## config.mk

```make
export PLATFORM = sky130hd
export DESIGN_NAME = uart_rx_fifo
export DESIGN_NICKNAME = d
export VERILOG_FILES = /design/src/rtl/uart_rx_fifo_pkg.sv /design/src/rtl/uart_sync_fifo.sv /design/src/rtl/uart_rx_fifo.sv
export SDC_FILE = /design/constraint.sdc
export NUM_CORES = 1
export LEC_CHECK = 0
export CAP_MARGIN = 20
export CORE_MARGIN = 2
export CORE_UTILIZATION = 30
export CTS_BUF_LIST = sky130_fd_sc_hd__clkbuf_4 sky130_fd_sc_hd__clkbuf_8 sky130_fd_sc_hd__clkbuf_16
export CTS_CLUSTER_SIZE = 8
export DETAILED_ROUTE_END_ITERATION = 6
export PLACE_DENSITY = 0.46
export SETUP_SLACK_MARGIN = 0.1
export SLEW_MARGIN = 40
export SYNTH_ARGS = -nofsm -noshare
export SYNTH_HDL_FRONTEND = slang
export SYNTH_HIERARCHICAL = 1
export SYNTH_SLANG_ARGS = --single-unit
```

## constraint.sdc

```tcl
create_clock -name clk -period 3.26 [get_ports clk]
set_input_delay 0.326 -clock clk [delete_from_list [all_inputs] [get_ports clk]]
set_output_delay 0.326 -clock clk [all_outputs]
set_load 0.01 [all_outputs]
```

## src/rtl/uart_rx_fifo_pkg.sv

```systemverilog
// Shared definitions for the UART receive buffer: entry layout and capture FSM states.
package uart_rx_fifo_pkg;

    localparam int DATA_W   = 8;
    localparam int PERR_BIT = 8;
    localparam int FERR_BIT = 9;
    localparam int ENTRY_W  = 10;

    typedef enum logic {
        IDLE = 1'b0,
        ACK  = 1'b1
    } cap_state_t;

    // Packs one received character into the stored entry format.
    function automatic logic [ENTRY_W-1:0] pack_entry(
        input logic              ferr,
        input logic              perr,
        input logic [DATA_W-1:0] data
    );
        return {ferr, perr, data};
    endfunction

endpackage

```

## src/rtl/uart_sync_fifo.sv

```systemverilog
// Generic synchronous FIFO with show-ahead head output, occupancy count, full and empty.
module uart_sync_fifo #(
    parameter int WIDTH  = 10,
    parameter int DEPTH  = 16,
    parameter int ADDR_W = 4
) (
    input  logic              clk,
    input  logic              rst,
    input  logic              wr_en,
    input  logic [WIDTH-1:0]  wr_data,
    input  logic              rd_en,
    output logic [WIDTH-1:0]  rd_data,
    output logic [ADDR_W:0]   count,
    output logic              full,
    output logic              empty
);

    logic [WIDTH-1:0]  r_mem [DEPTH];
    logic [ADDR_W-1:0] r_wr_ptr;
    logic [ADDR_W-1:0] r_rd_ptr;
    logic [ADDR_W:0]   r_count;
    logic              w_pop;

    assign empty   = (r_count == '0);
    assign full    = (r_count == (ADDR_W+1)'(DEPTH));
    assign count   = r_count;
    assign w_pop   = rd_en && !empty;
    assign rd_data = empty ? '0 : r_mem[r_rd_ptr];

    // Storage write; contents need no reset.
    always_ff @(posedge clk) begin
        if (wr_en) begin
            r_mem[r_wr_ptr] <= wr_data;
        end
    end

    // Pointer and occupancy update; pointers wrap naturally at DEPTH.
    always_ff @(posedge clk) begin
        if (!rst) begin
            r_wr_ptr <= '0;
            r_rd_ptr <= '0;
            r_count  <= '0;
        end else begin
            if (wr_en) begin
                r_wr_ptr <= r_wr_ptr + 1'b1;
            end
            if (w_pop) begin
                r_rd_ptr <= r_rd_ptr + 1'b1;
            end
            case ({wr_en, w_pop})
                2'b10:   r_count <= r_count + 1'b1;
                2'b01:   r_count <= r_count - 1'b1;
                default: r_count <= r_count;
            endcase
        end
    end

endmodule

```

## src/rtl/uart_rx_fifo.sv

```systemverilog
// UART receive buffer: drains engine characters into a FIFO, acknowledges with READS,
// and keeps sticky overrun status for the host.
module uart_rx_fifo
    import uart_rx_fifo_pkg::*;
#(
    parameter int DEPTH  = 16,
    parameter int ADDR_W = 4
) (
    input  logic              clk,
    input  logic              rst,
    input  logic              RX_RDY,
    input  logic [7:0]        UART_RDATA,
    input  logic              PERR,
    input  logic              FERR,
    input  logic              OVF,
    output logic              READS,
    input  logic              rd_en,
    output logic [7:0]        rd_data,
    output logic              rd_perr,
    output logic              rd_ferr,
    output logic              rx_empty,
    output logic              rx_full,
    output logic [ADDR_W:0]   rx_count,
    output logic              eng_ovf,
    output logic              fifo_ovf,
    input  logic              clr_status
);

    cap_state_t         r_state;
    cap_state_t         w_state_nxt;
    logic               r_reads;
    logic               r_eng_ovf;
    logic               r_fifo_ovf;
    logic               w_cap;
    logic               w_pop;
    logic               w_wr_ok;
    logic               w_wr_en;
    logic               w_drop;
    logic [ENTRY_W-1:0] w_head;

    // Capture decision: next state, write strobe and drop detection.
    always_comb begin
        w_state_nxt = r_state;
        w_cap       = 1'b0;
        case (r_state)
            IDLE: begin
                if (RX_RDY) begin
                    w_cap       = 1'b1;
                    w_state_nxt = ACK;
                end
            end
            ACK: begin
                w_state_nxt = IDLE;
            end
            default: begin
                w_state_nxt = IDLE;
            end
        endcase
    end

    // A pop on the same edge frees a slot, so a full FIFO can still accept.
    assign w_pop   = rd_en && !rx_empty;
    assign w_wr_ok = !rx_full || w_pop;
    assign w_wr_en = w_cap && w_wr_ok;
    assign w_drop  = w_cap && !w_wr_ok;

    // FSM state register and registered READS acknowledge.
    always_ff @(posedge clk) begin
        if (!rst) begin
            r_state <= IDLE;
            r_reads <= 1'b0;
        end else begin
            r_state <= w_state_nxt;
            r_reads <= w_cap;
        end
    end

    // Sticky status flags; a set event outranks a simultaneous clear.
    always_ff @(posedge clk) begin
        if (!rst) begin
            r_eng_ovf  <= 1'b0;
            r_fifo_ovf <= 1'b0;
        end else begin
            if (OVF) begin
                r_eng_ovf <= 1'b1;
            end else if (clr_status) begin
                r_eng_ovf <= 1'b0;
            end
            if (w_drop) begin
                r_fifo_ovf <= 1'b1;
            end else if (clr_status) begin
                r_fifo_ovf <= 1'b0;
            end
        end
    end

    uart_sync_fifo #(
        .WIDTH  (ENTRY_W),
        .DEPTH  (DEPTH),
        .ADDR_W (ADDR_W)
    ) u_fifo (
        .clk     (clk),
        .rst     (rst),
        .wr_en   (w_wr_en),
        .wr_data (pack_entry(FERR, PERR, UART_RDATA)),
        .rd_en   (rd_en),
        .rd_data (w_head),
        .count   (rx_count),
        .full    (rx_full),
        .empty   (rx_empty)
    );

    assign READS    = r_reads;
    assign eng_ovf  = r_eng_ovf;
    assign fifo_ovf = r_fifo_ovf;
    assign rd_data  = w_head[DATA_W-1:0];
    assign rd_perr  = w_head[PERR_BIT];
    assign rd_ferr  = w_head[FERR_BIT];

endmodule

```

==> run summary <==
Via density - 4.72
Leakage - 0.00276 uW
Antenna Violating Nets Remaining - 0
crit-path max FO - 20
clock slew at reported path FFs - 0.06 ns
Slew HR - 53.0%
number of setup buffers added after CTS - 0
layout cells sized above 1 - 22.5%
RSZ-0062 raised after global routing - yes
crit-path cells - buf_16, mux4_2, nor2b_1, a211oi_1, a211oi_1, clkdlybuf4s50_1
row cnt - 56
arrival time worst endpoint - 2.72 ns
fillcell total - 2175
sequential power share - 42.0%
minimum clock period - 3.05 ns
Design Power - 6500 uW
# setup viols final - 0
Inserted Diodes - 0
GRT Overall Usage - 13.0%
worst endpoint required time - 2.93 ns
Vias - 3628
initial antenna violation count - 0
critical path class - reg -> out
CP max-delay cell - mux4_2
Comb power frac - 24.0%
Bufs on Longest Clock Path - 2
H-tree depth - 4
CTS root buf - clkbuf_16
f_max - 0.328 GHz
FFs w/ async S/R, synth - 0%
post-route setup slack - 0.215 ns
largest net degree at the start of global routing - 41
first-pass GRT wire length - 24200 um
CP peak stage delay - 0.54 ns
Num CTS Buffers - 17
max-cap viol count - 0
post-synthesis register bit count - 180
TritonCTS clock tree - done
commonest non-fill, non-tap cells in the layout - edfxtp_1, mux4_2, clkdlybuf4s50_1
Yosys cell types - 38
Die ar. - 25400 um2
Detailed Place HPWL - 9790 um
commonest non-fill, non-tap cell in the layout - edfxtp_1
final WL - 15800 um
clock power share - 34.0%
Most common cell on crit path - a211oi_1
Worst Tran Pin Value - 0.703 ns
outcome - completed
VDD IR max - 0.374 mV
number of synthesized flops with an enable pin - 160
delay-heaviest family, CP - buffers and inverters
post-route clock period utilization - 93.4%
switching pwr - 1790 uW
die height - 160 um
Worst Hold Class - in -> reg
I/O Buffers - 35
power per cell area - 742 nW/um2
synthesized instance count - 384
Max Slew Vio Count - 0
area delta synth->final - 20.7%
Buf+Inv Stages, Crit Path - 2
pre-CTS setup slack - 0.134 ns
Startpoint Class - flop
Seq/Total Area, Yosys - 71.7%
largest cells by area after synthesis - edfxtp_1, mux4_2, dfxtp_1, a211oi_1, mux2i_1
Post-route DRC - 0
cell taking the most area after synthesis - edfxtp_1
core outline area - 23600 um2
switching part of the total power - 27.6%
RePlAce Congestion - 0.753
total global routing overflow - 0
Final Hold Vio Count - 0
Initial Util - 30.7%
Die X - 160 um
Net Count, Synth - 408
Internal - 4700 uW
I/O pins - 36
CP Capture Type - output port
Synth Flop Type - edfxtp_1
# nets final - 460
Mapped Area - 7250 um2
routed len/inst - 20.6 um
drt pass-1 iters - 4
worst skew pair latency - 0.43 ns
initial drt markers - 222
vias in the first global route - 3841
clk sink count - 180
final setup skew - 0.00781 ns
Synth top area share - 66.2%
Post-Syn Area per Cell - 18.9 um2
setup TNS - 0 ns
synthesis warning total - 6
==> worst reg2reg max path: cells and delay by family, from the launching register on <==
| kind | cells | cell delay [ns] |
|---|---|---|
| simple gates | 5 | 1.00 |
| fa+ha+maj | 2 | 0.51 |
| compound gates | 2 | 0.42 |
| flops | 1 | 0.40 |
| mux | 1 | 0.24 |
| buf+inv | 1 | 0.16 |
| xor+xnor | 1 | 0.09 |
==> flip-flops by register name, summed over array words and instances (netlist names), named ones only <==
| signal | flops |
|---|---|
| u_fifo/r_rd_ptr | 4 |
| u_fifo/r_wr_ptr | 4 |
| eng_ovf | 1 |
| u_fifo/r_mem | 160 |
| fifo_ovf | 1 |
| u_fifo/count | 5 |
| r_state | 1 |
==> kinds of logic (layout without fill, tap and decap cells) <==
| group | Yosys count | after routing | share of synthesized area, % |
|---|---|---|---|
| AND/OR/NAND/NOR | 70 | 70 | 5.86 |
| flip-flops | 180 | 180 | 71.7 |
| adder cells (fa/ha/maj) | 8 | 8 | 1.38 |
| AO/OA/AOI/OAI | 37 | 37 | 3.88 |
| XOR/XNOR | 7 | 7 | 0.845 |
| multiplexers | 55 | 55 | 14.5 |
| buffers and inverters | 27 | 92 | 1.79 |
==> path summary, 6_finish.rpt <==
check | to | depth (start not counted) | slack [ns] | from
worst max register to register | u_fifo/count[4]$_SDFFE_PN0P_ | 12 | 0.31 | u_fifo/count[1]$_SDFFE_PN0P_
worst max-delay path | rd_data[2] | 6 | 0.21 | flop
worst min-delay path | eng_ovf$_SDFFE_PN0P_ | 2 | 0.49 | OVF
worst min register to register | flop | 2 | 0.54 | u_fifo/r_rd_ptr[3]$_SDFFE_PN0N_
==> stage by stage <==
stage          util (%)  std cells  instance area, um2  hold slack [ns]
3_3_place_gp       34.1        735                8050            0.508
5_1_grt            37.1        768                8760            0.473
2_1_floorplan         -        384                7260            0.425
6_report           37.1        768                8760            0.490
4_1_cts            36.8        767                8700            0.473
3_5_place_dp       34.1        735                8050            0.515
==> synthesized netlist by cell type, types with 3 or more instances <==
cell / number
ha_1: 8
buf_4: 3
nor3_1: 3
a21oi_1: 4
edfxtp_1: 160
buf_2: 7
nor2b_1: 17
mux2i_1: 15
clkbuf_1: 9
dfxtp_1: 20
a211oi_1: 21
mux4_2: 40
inv_1: 6
nand2_1: 6
xnor2_1: 5
and2_1: 22
nand3_1: 4
nor3b_1: 3
nand2b_1: 6
==> cell type report <==
class,instances,area (um2),area share (%)
clock buffer,17,425,4.86
timing repair buffer,54,533,6.08
clock inverter,15,221,2.53
multi-input combinational,177,1950,22.2
sequential,180,5210,59.5
tap,319,399,4.56
inverter,6,22.5,0.257
==> metal layers <==
layer  part of all wire [%]  GRT usage [%]
met4                    1.2           3.93
met2                     49           21.4
met1                     46           16.9
met5                      0              0
met3                    3.5           3.39
==> power by group through the flow <==
stage | combinational, uW | sequential, uW | clock (uW)
2_1_floorplan | 967 | 2720 | 0
3_3_place_gp | 1560 | 2770 | 0
3_5_place_dp | 1560 | 2780 | 0
4_1_cts | 1560 | 2730 | 2260
5_1_grt | 1700 | 2750 | 2360
6_report | 1560 | 2730 | 2210
==> what timing repair did <==
item                                    in CTS  in global routing
gates resized for setup                      0                  8
hold buffers                                 0                  0
endpoints found under the setup margin       0                  9
Note: power is estimated with default switching activity, not from simulation.
